File: config.mk
export PLATFORM = sky130hd
export DESIGN_NAME = store_align
export DESIGN_NICKNAME = d
export VERILOG_FILES = /design/src/rtl/store_align.sv
export SDC_FILE = /design/constraint.sdc
export NUM_CORES = 1
export LEC_CHECK = 0
export CAP_MARGIN = 20
export CELL_PAD_IN_SITES_DETAIL_PLACEMENT = 0
export CELL_PAD_IN_SITES_GLOBAL_PLACEMENT = 1
export CORE_MARGIN = 3
export CORE_UTILIZATION = 36
export CTS_CLUSTER_SIZE = 10
export DETAILED_ROUTE_END_ITERATION = 8
export GPL_ROUTABILITY_DRIVEN = 0
export PLACE_DENSITY_LB_ADDON = 0.1
export SLEW_MARGIN = 20
export SYNTH_ARGS = -nofsm -noshare
export SYNTH_HDL_FRONTEND = slang
export SYNTH_SLANG_ARGS = --single-unit
File: constraint.sdc
create_clock -name clk -period 5.5 [get_ports clk]
set_clock_uncertainty 0.1 [all_clocks]
set_input_delay 1.1 -clock clk [delete_from_list [all_inputs] [get_ports clk]]
set_output_delay 1.1 -clock clk [all_outputs]
set_load 0.05 [all_outputs]
File: src/rtl/store_align.sv
// store_align: splits byte/halfword/word stores into lane-positioned,
// word-aligned memory beats (one beat, or two when a store crosses a word).
// Optional feature macro: MISALIGN_SPLIT_EN. When it is defined, misaligned
// stores become two beats. Otherwise they raise MISALIGN_EXC_CODE and issue
// no beat.
//
// Handshakes (valid/ready):
// - A request transfers on a cycle with req_valid && req_ready && clk_en && !halt.
// - A memory beat transfers on a cycle with mem_valid && mem_ready.
// - mem_valid already includes the stall and reset gating, so nothing else is needed.
// - While a beat is offered and not taken, mem_addr/mem_we/mem_wdata hold.
module store_align #(
  parameter logic [7:0] MISALIGN_EXC_CODE = 8'h82
) (
  input  logic        clk,
  input  logic        rst,
  input  logic        clk_en,
  input  logic        halt,
  input  logic        req_valid,
  output logic        req_ready,
  input  logic [4:0]  opcode,
  input  logic [31:0] addr,
  input  logic [31:0] data,
  output logic        mem_valid,
  input  logic        mem_ready,
  output logic [31:0] mem_addr,
  output logic [3:0]  mem_we,
  output logic [31:0] mem_wdata,
  output logic        misaligned,
  output logic        done,
  output logic        exc_valid,
  output logic [7:0]  exc_code,
  output logic [1:0]  dbg_state
);

`ifdef MISALIGN_SPLIT_EN
  localparam bit SPLIT_EN = 1'b1;
`else
  localparam bit SPLIT_EN = 1'b0;
`endif

  typedef enum logic [1:0] {IDLE = 2'd0, BEAT0 = 2'd1, BEAT1 = 2'd2} state_e;

  state_e      state_q, state_d;
  logic [4:0]  op_q, op_d;
  logic [31:0] addr_q, addr_d;
  logic [31:0] data_q, data_d;
  logic        mem_valid_q, mem_valid_d;
  logic [31:0] mem_addr_q, mem_addr_d;
  logic [3:0]  mem_we_q, mem_we_d;
  logic [31:0] mem_wdata_q, mem_wdata_d;
  logic        misaligned_q, misaligned_d;
  logic        done_q, done_d;
  logic        exc_q, exc_d;
  logic [7:0]  exc_code_q, exc_code_d;

  logic        adv, fire, last_beat;
  logic [4:0]  src_op;
  logic [31:0] src_addr, src_data;
  logic        op_ok, two_beat;
  logic [3:0]  mask, we0, we1;
  logic [7:0]  we_wide;
  logic [1:0]  k;
  logic [2:0]  shamt1;
  logic [31:0] dmask, wd0, wd1;

  assign adv       = clk_en && !halt;
  assign mem_valid = mem_valid_q && adv && !rst;
  assign fire      = mem_valid && mem_ready;
  // Single-beat stores finish in BEAT0; split stores finish in BEAT1.
  assign last_beat = (state_q == BEAT1) || !misaligned_q;
  assign done      = adv && !rst && (done_q || (fire && last_beat));
  assign exc_valid = adv && !rst && exc_q;
  assign req_ready = (state_q == IDLE);
  assign mem_addr  = mem_addr_q;
  assign mem_we    = mem_we_q;
  assign mem_wdata = mem_wdata_q;
  assign misaligned = misaligned_q;
  assign exc_code  = exc_code_q;
  assign dbg_state = state_q;

  // Lane math for both beats, taken from the live request in IDLE and from
  // the captured request afterwards.
  always_comb begin
    src_op   = op_q;
    src_addr = addr_q;
    src_data = data_q;
    if (state_q == IDLE) begin
      src_op   = opcode;
      src_addr = addr;
      src_data = data;
    end
    op_ok = 1'b1;
    mask  = 4'b0000;
    dmask = 32'h0;
    if (src_op >= 5'd3 && src_op <= 5'd5) begin
      mask  = 4'b1111;
      dmask = src_data;
    end else if (src_op >= 5'd6 && src_op <= 5'd8) begin
      mask  = 4'b0011;
      dmask = {16'h0, src_data[15:0]};
    end else if (src_op >= 5'd9 && src_op <= 5'd11) begin
      mask  = 4'b0001;
      dmask = {24'h0, src_data[7:0]};
    end else begin
      op_ok = 1'b0;
    end
    k        = src_addr[1:0];
    we_wide  = {4'b0000, mask} << k;
    we0      = we_wide[3:0];
    two_beat = |we_wide[7:4];
    shamt1   = 3'd4 - {1'b0, k};
    we1      = mask >> shamt1;
    wd0      = dmask << {k, 3'b000};
    wd1      = dmask >> {shamt1, 3'b000};
  end

  // Next-state and registered-output logic; everything holds while stalled.
  always_comb begin
    state_d      = state_q;
    op_d         = op_q;
    addr_d       = addr_q;
    data_d       = data_q;
    mem_valid_d  = mem_valid_q;
    mem_addr_d   = mem_addr_q;
    mem_we_d     = mem_we_q;
    mem_wdata_d  = mem_wdata_q;
    misaligned_d = misaligned_q;
    done_d       = done_q;
    exc_d        = exc_q;
    exc_code_d   = exc_code_q;
    if (adv) begin
      done_d = 1'b0;
      exc_d  = 1'b0;
      case (state_q)
        IDLE: begin
          if (req_valid) begin
            op_d   = opcode;
            addr_d = addr;
            data_d = data;
            if (!op_ok) begin
              done_d = 1'b1;
            end else if (two_beat && !SPLIT_EN) begin
              done_d     = 1'b1;
              exc_d      = 1'b1;
              exc_code_d = MISALIGN_EXC_CODE;
            end else begin
              state_d      = BEAT0;
              mem_valid_d  = 1'b1;
              mem_addr_d   = {src_addr[31:2], 2'b00};
              mem_we_d     = we0;
              mem_wdata_d  = wd0;
              misaligned_d = two_beat;
            end
          end
        end
        BEAT0: begin
          if (fire) begin
            if (misaligned_q) begin
              state_d     = BEAT1;
              mem_addr_d  = mem_addr_q + 32'd4;
              mem_we_d    = we1;
              mem_wdata_d = wd1;
            end else begin
              state_d     = IDLE;
              mem_valid_d = 1'b0;
            end
          end
        end
        BEAT1: begin
          if (fire) begin
            state_d      = IDLE;
            mem_valid_d  = 1'b0;
            misaligned_d = 1'b0;
          end
        end
        default: begin
          state_d     = IDLE;
          mem_valid_d = 1'b0;
        end
      endcase
    end
  end

  // State registers; reset wins over any stall.
  always_ff @(posedge clk) begin
    if (rst) begin
      state_q      <= IDLE;
      op_q         <= 5'd0;
      addr_q       <= 32'h0;
      data_q       <= 32'h0;
      mem_valid_q  <= 1'b0;
      mem_addr_q   <= 32'h0;
      mem_we_q     <= 4'h0;
      mem_wdata_q  <= 32'h0;
      misaligned_q <= 1'b0;
      done_q       <= 1'b0;
      exc_q        <= 1'b0;
      exc_code_q   <= 8'h00;
    end else begin
      state_q      <= state_d;
      op_q         <= op_d;
      addr_q       <= addr_d;
      data_q       <= data_d;
      mem_valid_q  <= mem_valid_d;
      mem_addr_q   <= mem_addr_d;
      mem_we_q     <= mem_we_d;
      mem_wdata_q  <= mem_wdata_d;
      misaligned_q <= misaligned_d;
      done_q       <= done_d;
      exc_q        <= exc_d;
      exc_code_q   <= exc_code_d;
    end
  end

endmodule

Word level (Yosys, flattened, before mapping)
Cells that the tools add are included.
{"block": "word_totals", "register_bits": 144, "out_inout_bits": 83, "word_cells": 114}
{"block": "classes", "magnitude_cmp": 6, "n_shift": 4, "add_sub_neg": 2, "n_eq_ne": 9, "muxes": 55, "reduce_logical": 26}
{"operator": "32-bit 2-to-1 mux", "count": 13}
{"operator": "32-bit case mux with 2 select lines", "count": 2}
{"operator": "32-bit by 3-bit adder with 32-bit output, second input constant", "count": 1}
{"operator": "32-bit by 5-bit << shifter with 32-bit output", "count": 1}
{"operator": "32-bit by 6-bit >> shifter with 32-bit output", "count": 1}
{"operator": "4-bit 2-to-1 mux", "count": 6}
{"operator": "1-bit 2-to-1 mux", "count": 20}
{"operator": "16-bit 2-to-1 mux", "count": 1}
{"operator": "2-bit 2-to-1 mux", "count": 7}
{"operator": "7-bit AND reduction", "count": 2}
{"operator": "2-bit != test, second input constant", "count": 6}
{"operator": "6-bit AND reduction", "count": 2}
{"operator": "1-bit logical AND", "count": 11}
{"operator": "5-bit by 4-bit <= comparator with 1-bit output, second input constant", "count": 2}
{"operator": "8-bit 2-to-1 mux", "count": 1}
{"operator": "4-bit case mux with 2 select lines", "count": 1}
{"operator": "4-bit by 2-bit << shifter with 8-bit output", "count": 1}
{"operator": "2-bit case mux with 3 select lines", "count": 1}
{"operator": "5-bit by 2-bit >= comparator with 1-bit output, second input constant", "count": 1}
{"operator": "5-bit by 3-bit >= comparator with 1-bit output, second input constant", "count": 1}
{"operator": "5-bit by 4-bit >= comparator with 1-bit output, second input constant", "count": 1}
{"operator": "5-bit by 3-bit <= comparator with 1-bit output, second input constant", "count": 1}
{"operator": "5-bit 2-to-1 mux", "count": 1}
{"operator": "5-bit AND reduction", "count": 1}
{"operator": "13 further kinds", "count": 17}

Logic depth before layout (Yosys ltp)
Gate-level depths: netlist (run 1).
{"block": "logic_depth", "ltp_word": 13, "mapped_depth": 12}

Worst setup path before layout (run 1)
Ideal clock, no wire load.
{"block": "synth_timing", "path_type": "in2out", "from": "input port rst", "to": "output port exc_valid", "path_slack_ns": 1.685, "required_ns": 4.300, "stages": 3, "arrival_ns": 2.615, "cell_sequence": "clkbuf_1 -> clkbuf_1 -> nor3b_1"}
{"block": "synth_via", "elab_chain_len": 3}
{"element": "start: declaration", "line_no": "16", "text": "input logic rst,"}
{"element": "1-bit logical NOT", "line_no": "73", "text": "assign exc_valid = adv && !rst && exc_q;"}
{"element": "1-bit logical AND (2 in series)", "line_no": "73"}
{"element": "end: declaration", "line_no": "31", "text": "output logic exc_valid,"}
Every way passes these cells.

Final worst setup path (run 1)
{"block": "layout_timing", "from": "input port halt", "to": "output port exc_valid"}
{"block": "layout_via", "elab_chain_len": 4}
{"element": "start: declaration", "line_no": "18", "text": "input logic halt,"}
{"element": "1-bit logical NOT", "line_no": "67", "text": "assign adv = clk_en && !halt;"}
{"element": "1-bit logical AND", "line_no": "67"}
{"element": "1-bit logical AND (2 in series)", "line_no": "73"}
Every way passes these cells.

==> results.cfg, run 1 <==
[outcome]
status = completed

[logic_synthesis]
yosys_register_bits = 109
post-synth-top-area-cell = sky130_fd_sc_hd__dfxtp_1
ys.warnings.count = 0
syn_area_per_cell_um2 = 7.83
synth_top_cell_area_share_pct = 40.8
post_syn_area_mm2 = 0.00535
synth-main-ff-cell = sky130_fd_sc_hd__dfxtp_1
async_flop_share_pct = 0
count_of_flip_flops_with_a_built_in_enable_after_synthesis = 0
post_synth_inst_count = 683
synth_sequential_area_ratio_pct = 40.8
synth.top_cells.by_area = sky130_fd_sc_hd__dfxtp_1, sky130_fd_sc_hd__nand2_1, sky130_fd_sc_hd__a21oi_1, sky130_fd_sc_hd__nor2_1, sky130_fd_sc_hd__nor3_1
synth_cell_type_count = 58

[cts]
tritoncts = yes
total_clock_buffers_created_by_cts = 9
cts_sink_cnt = 109
buffers_inserted_during_post_cts_setup_optimization = 0
clock_path_buffers = 2
post_cts_hold_buffer_count = 0
cts_repair_resize_count = 0
root_buffer = sky130_fd_sc_hd__clkbuf_16
cts_h_tree_depth = 3
cts.clk_slew.worst_paths_ps = 70
clock_insertion_delay_worst_skew_ps = 350

[placed_design]
dp_hpwl_mm = 12.3
post_dp_cell_area_mm2 = 0.00683
placed_cells = 962
post-place-ws_ps = 988
placement.io_buffers = 147

[hold_path]
worstHoldStart = mem_wdata[6]
whs_path_depth = 2
hp-class = reg -> reg
worst_hold_path.endpoint = mem_wdata[6]

[finish]
proportion_of_layout_cells_with_a_drive_suffix_above_1_pct = 6.39
area_growth_pct = 33.3
most_common_cell_after_layout_fill_and_taps_aside = sky130_fd_sc_hd__clkdlybuf4s50_1
post-route-cell-area_mm2 = 0.00713
finalNetCount = 870
antenna-diode-count = 0
final_cell_mix = sky130_fd_sc_hd__clkdlybuf4s50_1, sky130_fd_sc_hd__nand2_1, sky130_fd_sc_hd__dfxtp_1
final-instance-count-excl-fill = 978
util_after_layout_pct = 50.2

[power]
p_leak_nw = 2.28
ir_worst_vdd_mv = 0.134
powerDensity_mw_per_mm2 = 246

[die]
die_area_mm2 = 0.0164
design.core.area_mm2 = 0.0142
pin_count = 158
initial_util_pct = 37.6
die_y_um = 128
fp-row-count = 43
fp.dieW_um = 128

[sta]
timing.max_slew.rel_slack_pct = 27.3
timing.final.setup_violations = 0
worst_slew_pin_slew_ps = 1090
clock.fmax_ghz = 0.237
period_share_pct = 76.7
final.min_clock_period_ps = 4220
hold_viol_final = 0
setup-tns-final_ps = 0
unrepaired_setup_endpoints_after_global_routing = no
drv_slew = 0
postLayoutSetupSlackWorst_ps = 1280

[critical_path]
critical-path-top-delay-family = buffers and inverters
critical_path.endpoint_type = primary output
regToRegSetupSlack_ps = 1670
slowest_delay_ps = 870
critical_path_depth_in_cells = 4
worst_ep_required_time_ps = 4300
timing.reg2reg.worst_path_depth = 7
criticalPathCategory = in -> out
timing.critical_path.slowest_stage_cell = sky130_fd_sc_hd__clkdlybuf4s50_1
worstPathArrival_ps = 3020
reg_to_reg_start = mem_valid_q
cells_traversed_along_the_worst_timing_path = clkdlybuf4s50_1, nand2b_1, nor3b_1, clkdlybuf4s50_1
worstSetupStartpoint = halt
worst_path_most_repeated_cell = sky130_fd_sc_hd__clkdlybuf4s50_1
crit_buf_inv = 2
timing.critical_path.from_type = input pin
rr_endpoint = mem_addr[22]
critPathMaxFanout = 8

[drt]
detail_route.vias_per_cell = 5.46
drc = 0
vias = 5340
wirelength_mm = 17.4
detail_route.first_pass.iterations = 6
first_iter_violations = 397
antenna_violating_nets_post_route = 0
detailed_route_wire_length_per_cell_um = 17.8

[global_routing]
groute.usage.overall_pct = 20.5
antenna_found_initial = 0
largest_net_degree_at_the_start_of_global_routing = 100
first_global_vias = 5062
grt_remaining_overflow = 0
grt_first_pass_wirelength_mm = 26.8

[flow_run]
drv_cap = 0
synthesized netlist by cell type (2+ instances only):
| cell type | count |
|---|---|
| sky130_fd_sc_hd__buf_1 | 5 |
| sky130_fd_sc_hd__a211oi_1 | 8 |
| sky130_fd_sc_hd__nand3_1 | 15 |
| sky130_fd_sc_hd__inv_1 | 10 |
| sky130_fd_sc_hd__buf_4 | 17 |
| sky130_fd_sc_hd__a41oi_1 | 3 |
| sky130_fd_sc_hd__mux2_2 | 8 |
| sky130_fd_sc_hd__mux2i_1 | 18 |
| sky130_fd_sc_hd__nand2_1 | 135 |
| sky130_fd_sc_hd__a21oi_2 | 2 |
| sky130_fd_sc_hd__nor3_1 | 40 |
| sky130_fd_sc_hd__a211oi_2 | 4 |
| sky130_fd_sc_hd__nand3b_1 | 11 |
| sky130_fd_sc_hd__a21oi_1 | 92 |
| sky130_fd_sc_hd__nor3b_1 | 2 |
| sky130_fd_sc_hd__nand4_1 | 2 |
| sky130_fd_sc_hd__o21bai_1 | 2 |
| sky130_fd_sc_hd__dfxtp_1 | 109 |
| sky130_fd_sc_hd__or3b_4 | 2 |
| sky130_fd_sc_hd__o32ai_1 | 8 |
| sky130_fd_sc_hd__o21ai_0 | 5 |
| sky130_fd_sc_hd__nor2_1 | 58 |
| sky130_fd_sc_hd__a31oi_1 | 8 |
| sky130_fd_sc_hd__or4b_1 | 2 |
| sky130_fd_sc_hd__clkbuf_1 | 34 |
| sky130_fd_sc_hd__a22oi_1 | 9 |
| sky130_fd_sc_hd__buf_2 | 11 |
| sky130_fd_sc_hd__nand2b_1 | 4 |
| sky130_fd_sc_hd__o221ai_1 | 2 |
| sky130_fd_sc_hd__ha_1 | 2 |
| sky130_fd_sc_hd__or3_1 | 2 |
| sky130_fd_sc_hd__o211ai_1 | 20 |
| sky130_fd_sc_hd__a221oi_1 | 8 |
logic make-up after synthesis:
logic type	after synthesis	synth area share [%]
other	1	0.0701
AO/OA/AOI/OAI	186	23.4
flip-flops	109	40.8
multiplexers	26	5.05
adder cells (fa/ha/maj)	2	0.468
buffers and inverters	78	6.93
AND/OR/NAND/NOR	281	23.3
metrics by stage:
step	power [mW]	hold WS, ps
CTS	1.77	355
detailed placement	1.11	346
global route	1.81	373
finish	1.75	352
global placement	1.10	339
floorplan	0.997	332
sequential cells by signal, indices dropped and copies added (netlist names):
name / count
data_q: 32
mem_wdata: 32
mem_addr: 30
op_q: 5
mem_we: 4
addr_q: 2
done_q: 1
exc_code: 1
exc_q: 1
mem_valid_q: 1
worst max-delay path by stage:
stage          slack [ps]      endpoint
2_1_floorplan        1690     exc_valid
3_3_place_gp         1060  mem_addr[13]
3_5_place_dp          990  mem_addr[17]
4_1_cts              1310     exc_valid
5_1_grt              1110  mem_addr[22]
6_report             1280     exc_valid
worst min-delay path, stage by stage, from the launching register on:
cell	delay, ps
sky130_fd_sc_hd__dfxtp_1	310
sky130_fd_sc_hd__nand2_1	50
sky130_fd_sc_hd__a21oi_1	50
layout make-up:
class	count	area (um^2)
Clock buffer	10	239
Tap cell	180	225
Multi-Input combinational cell	505	2840
Inverter	11	41.3
Fill cell	1390	7070
Sequential cell	109	2180
Timing Repair Buffer	157	1540
Clock inverter	6	61.3
routing by layer:
metal  track usage [%]  up-vias  routed length (um)
met1              27.6     2506                7830
met4              6.80        0                 352
met5                 0        -                   0
li1                  -     2618                   -
met3              2.96       22                1040
met2              33.8      194                8160
report_power, final:
part           total [mW]  internal (mW)  switching (mW)
Sequential          0.821          0.807          0.0132
Combinational       0.268          0.106           0.163
Clock               0.664          0.365           0.299
No activity file was read; power rests on OpenSTA's default activity.
==> run 2: changes to the inputs <==
--- a/config.mk
+++ b/config.mk
@@ -9,7 +9,7 @@
 export CELL_PAD_IN_SITES_DETAIL_PLACEMENT = 0
 export CELL_PAD_IN_SITES_GLOBAL_PLACEMENT = 1
 export CORE_MARGIN = 3
-export CORE_UTILIZATION = 36
+export CORE_UTILIZATION = 34
 export CTS_CLUSTER_SIZE = 10
 export DETAILED_ROUTE_END_ITERATION = 8
 export GPL_ROUTABILITY_DRIVEN = 0
==> constraint.sdc (replaced) <==
create_clock -name clk -period 4.1 [get_ports clk]
set_clock_uncertainty 0.1 [all_clocks]
set_input_delay 0.82 -clock clk [delete_from_list [all_inputs] [get_ports clk]]
set_output_delay 0.82 -clock clk [all_outputs]
set_load 0.05 [all_outputs]
==> run 2 against run 1 <==
Net effect:
- sequential power up 34%
- register-to-register slack worse by 560 ps
- combinational power up 37%
- die area up 5.6%
- critical path depth unchanged
- sequential cell count unchanged
==> results.cfg, run 2 (synthesis results as in run 1) <==
[outcome]
status = completed

[critical_path]
timing.critical_path.slowest_stage_cell = sky130_fd_sc_hd__clkdlybuf4s50_1
crit_buf_inv = 2
rr_endpoint = mem_wdata[28]
worst_ep_required_time_ps = 3180
slowest_delay_ps = 860
worst_path_most_repeated_cell = sky130_fd_sc_hd__clkdlybuf4s50_1
reg_to_reg_start = mem_valid_q
timing.reg2reg.worst_path_depth = 11
critPathMaxFanout = 4
regToRegSetupSlack_ps = 1110
timing.critical_path.from_type = input pin
critical_path.endpoint_type = primary output
critical-path-top-delay-family = buffers and inverters
cells_traversed_along_the_worst_timing_path = clkdlybuf4s50_1, nand2b_1, nor3b_1, clkdlybuf4s50_1
worstPathArrival_ps = 2490
criticalPathCategory = in -> out

[sta]
period_share_pct = 83.1
unrepaired_setup_endpoints_after_global_routing = no
final.min_clock_period_ps = 3410
setup-tns-final_ps = 0
worst_slew_pin_slew_ps = 964
hold_viol_final = 0
clock.fmax_ghz = 0.293
timing.final.setup_violations = 0
drv_slew = 0
postLayoutSetupSlackWorst_ps = 692
timing.max_slew.rel_slack_pct = 35.7

[hold_path]
whs_path_depth = 2
worst_hold_path.endpoint = mem_wdata[6]
hp-class = reg -> reg
worstHoldStart = mem_wdata[6]

[drt]
antenna_violating_nets_post_route = 0
vias = 5373
first_iter_violations = 382
wirelength_mm = 17.7
drc = 0
detailed_route_wire_length_per_cell_um = 17.3
detail_route.vias_per_cell = 5.28
detail_route.first_pass.iterations = 5

[power]
overall_power_after_layout_mw = 2.40
powerDensity_mw_per_mm2 = 330
p_leak_nw = 2.34
ir_worst_vdd_mv = 0.190

[cts]
root_buffer = sky130_fd_sc_hd__clkbuf_16
cts_repair_resize_count = 0
clock_insertion_delay_worst_skew_ps = 360
cts.clk_slew.worst_paths_ps = 70
cts_sink_cnt = 109
buffers_inserted_during_post_cts_setup_optimization = 0
total_clock_buffers_created_by_cts = 9
tritoncts = yes
post_cts_hold_buffer_count = 0
cts_h_tree_depth = 3
clock_path_buffers = 2

[placed_design]
post-place-ws_ps = 435
post_dp_cell_area_mm2 = 0.00695
dp_hpwl_mm = 12.5
placement.io_buffers = 147
placed_cells = 1002

[finish]
final-instance-count-excl-fill = 1018
antenna-diode-count = 0
multi_input_logic_area_mm2 = 0.00284
finalNetCount = 879
final_cell_mix = sky130_fd_sc_hd__clkdlybuf4s50_1, sky130_fd_sc_hd__nand2_1, sky130_fd_sc_hd__dfxtp_1
post-route-cell-area_mm2 = 0.00726
area_growth_pct = 35.8
proportion_of_layout_cells_with_a_drive_suffix_above_1_pct = 7.43
register_area_mm2 = 0.00218
final.fill_count = 1533
most_common_cell_after_layout_fill_and_taps_aside = sky130_fd_sc_hd__clkdlybuf4s50_1

[global_routing]
grt_remaining_overflow = 0
antenna_found_initial = 0
first_global_vias = 5144
groute.usage.overall_pct = 19.9
largest_net_degree_at_the_start_of_global_routing = 91
grt_first_pass_wirelength_mm = 28.0

[flow_run]
drv_cap = 0

[die]
initial_util_pct = 34.9
fp-row-count = 45
die_y_um = 131
pin_count = 158
fp.dieW_um = 131
die_area_mm2 = 0.0173
design.core.area_mm2 = 0.0153
[run 2: power breakdown]
part           total [mW]  switching [mW]  internal [mW]
logic               0.368           0.221          0.146
clock network       0.929           0.414          0.514
registers            1.10          0.0175           1.08
[run 2: worst max path at each step]
| stage | cells past startpoint | start | end | slack [ps] |
|---|---|---|---|---|
| final | 4 | halt | exc_valid | 690 |
| after global routing | 4 | halt | done | 620 |
| after CTS | 4 | halt | exc_valid | 670 |
| after detailed placement | 8 | opcode[0] | mem_addr[22] | 430 |
| after global placement | 8 | opcode[0] | mem_addr[22] | 450 |
| after floorplan | 3 | rst | exc_valid | 850 |
[run 2: metal layers]
layer / global-route usage, % / vias to the layer above / share of wire [%]
li1: - / 2638 / -
met1: 27.2 / 2495 / 45
met2: 30.4 / 201 / 45
met3: 3.60 / 39 / 5.9
met4: 9.45 / 0 / 3.6
met5: 0 / - / 0
[run 2: through the flow]
stage | hold WS, ps | util (%)
finish | 350 | 47.4
global route | 372 | 47.4
CTS | 355 | 47.4
detailed placement | 346 | 45.4
global placement | 339 | 45.4
floorplan | 332 | -
[run 2: worst min-delay path, delay by kind of cell, from the launching register on]
family / cells / cell delay, ps
flops: 1 / 310
simple gates: 1 / 50
compound gates: 1 / 50
[run 2: layout make-up]
class,count,share of cell area [%]
sequential,109,30.1
tap,211,3.63
inverter,11,0.568
clock buffer,11,3.48
multi-input combinational,505,39.0
clock inverter,5,0.878
timing repair buffer,166,22.4
==> run 3: changes to the inputs <==
--- a/config.mk
+++ b/config.mk
@@ -9,7 +9,7 @@
 export CELL_PAD_IN_SITES_DETAIL_PLACEMENT = 0
 export CELL_PAD_IN_SITES_GLOBAL_PLACEMENT = 1
 export CORE_MARGIN = 3
-export CORE_UTILIZATION = 34
+export CORE_UTILIZATION = 30
 export CTS_CLUSTER_SIZE = 10
 export DETAILED_ROUTE_END_ITERATION = 8
 export GPL_ROUTABILITY_DRIVEN = 0
==> constraint.sdc (replaced) <==
create_clock -name clk -period 2.97 [get_ports clk]
set_clock_uncertainty 0.1 [all_clocks]
set_input_delay 0.594 -clock clk [delete_from_list [all_inputs] [get_ports clk]]
set_output_delay 0.594 -clock clk [all_outputs]
set_load 0.05 [all_outputs]
==> run 3 against run 2 <==
Net effect:
- worst setup slack lost 510 ps
- register-to-register slack got worse by 920 ps
- via count rose by 1.6%
- clock power increased by 24%
- worst hold slack gained 2.3 ps
- critical path type is now in -> reg
- critical endpoint is now mem_wdata[24]
- highest routed layer unchanged
==> results.cfg, run 3 (synthesis results as in run 1) <==
[global_routing]
antenna_found_initial = 0
grt_first_pass_wirelength_mm = 29.1
largest_net_degree_at_the_start_of_global_routing = 64
groute.usage.overall_pct = 18.7
grt_remaining_overflow = 0
first_global_vias = 5235

[sta]
unrepaired_setup_endpoints_after_global_routing = no
drv_slew = 0
hold_viol_final = 0
period_share_pct = 93.8
timing.final.setup_violations = 0
final.min_clock_period_ps = 2790
worst_slew_pin_slew_ps = 803
timing.max_slew.rel_slack_pct = 45.8
final.hold.worst_slack_ps = 352
clock.fmax_ghz = 0.359

[die]
die_y_um = 140
initial_util_pct = 30.8
pin_count = 158
die_area_mm2 = 0.0195
design.core.area_mm2 = 0.0174
fp.dieW_um = 140
fp-row-count = 48

[critical_path]
criticalPathCategory = in -> reg
worstPathArrival_ps = 2970
timing.reg2reg.worst_path_depth = 8
worstSetupStartpoint = opcode[0]
critical_path.endpoint_type = flip-flop
worst_ep_required_time_ps = 3160
timing.critical_path.from_type = input pin
critPathMaxFanout = 8
regToRegSetupSlack_ps = 190
rr_endpoint = mem_wdata[16]
reg_to_reg_start = mem_valid_q

[drt]
antenna_violating_nets_post_route = 0
detailed_route_wire_length_per_cell_um = 17.4
drc = 0
detail_route.first_pass.iterations = 4
first_iter_violations = 363
vias = 5458
detail_route.vias_per_cell = 5.12
wirelength_mm = 18.5

[placed_design]
dp_hpwl_mm = 13.9
post_dp_cell_area_mm2 = 0.00732
placement.io_buffers = 147

[finish]
proportion_of_layout_cells_with_a_drive_suffix_above_1_pct = 11.5
antenna-diode-count = 0
register_area_mm2 = 0.00218
final.fill_count = 1737
final_cell_mix = sky130_fd_sc_hd__clkdlybuf4s50_1, sky130_fd_sc_hd__nand2_1, sky130_fd_sc_hd__dfxtp_1
post-route-cell-area_mm2 = 0.00759
finalNetCount = 915
util_after_layout_pct = 43.7
most_common_cell_after_layout_fill_and_taps_aside = sky130_fd_sc_hd__clkdlybuf4s50_1
multi_input_logic_area_mm2 = 0.00284
area_growth_pct = 41.9

[hold_path]
worst_hold_path.endpoint = data_q[26]
whs_path_depth = 2
worstHoldStart = data_q[26]
hp-class = reg -> reg

[cts]
root_buffer = sky130_fd_sc_hd__clkbuf_16
tritoncts = yes
total_clock_buffers_created_by_cts = 9
clock_path_buffers = 2
buffers_inserted_during_post_cts_setup_optimization = 0
cts_sink_cnt = 109
clock_insertion_delay_worst_skew_ps = 350
cts.clk_slew.worst_paths_ps = 80
cts_repair_resize_count = 1
cts_h_tree_depth = 3
post_cts_hold_buffer_count = 0

[power]
powerDensity_mw_per_mm2 = 423
ir_worst_vdd_mv = 0.312
p_leak_nw = 2.53

[flow_run]
drv_cap = 0

[outcome]
status = completed
## run 3: changes by cell type in the layout (fill, tap and decap cells not counted), sizes merged
cell	delta
buf	+39
clkdlybuf4s50	-4
inv	-2
bufinv	-1
clkinv	+1
clkinvlp	+1
dlygate4sd2	+1
## run 3: layout make-up
type / count / share of cell area (%)
Multi-Input combinational cell: 505 / 37.4
Sequential cell: 109 / 28.8
Timing Repair Buffer: 202 / 26.0
Tap cell: 225 / 3.71
Clock buffer: 11 / 3.20
Inverter: 11 / 0.544
Clock inverter: 4 / 0.429
## run 3: metal layers
metal  GRT usage [%]  share of wire [%]  up-vias
met5               0                  0        -
met4            3.76                1.3        0
met3            4.74                5.8       16
met2            31.5                 48      169
met1            24.3                 45     2548
li1                -                  -     2725
## run 3: report_power, final
part	internal [mW]	switching (mW)
Combinational	0.230	0.314
Clock	0.593	0.557
Sequential	1.49	0.0236
Total	2.32	0.895
## run 3: worst max path at each step
stage                          endpoint  slack (ps)
after detailed placement  mem_wdata[24]        -150
after global routing      mem_wdata[16]          40
after CTS                          done         210
after floorplan                    done          80
final                     mem_wdata[24]         180
after global placement     mem_wdata[9]        -130
## run 3: worst max-delay path, cell delays in order
cell	delay (ps)
sky130_fd_sc_hd__clkdlybuf4s50_1	460
sky130_fd_sc_hd__or4_1	600
sky130_fd_sc_hd__a22oi_4	200
sky130_fd_sc_hd__nor2_2	110
sky130_fd_sc_hd__buf_4	190
sky130_fd_sc_hd__o32ai_1	460
sky130_fd_sc_hd__a211oi_1	180
sky130_fd_sc_hd__nor3_1	180
## run 3: per-stage QoR
step           TNS [ps]  setup WS, ps  instances  power, mW
2_1_floorplan         0          79.1        692       1.85
3_3_place_gp      -3490          -132       1052       2.09
3_5_place_dp      -6360          -155       1052       2.10
4_1_cts               0           209       1067       3.26
5_1_grt               0          38.1       1067       3.36
6_report              0           183       1067       3.21
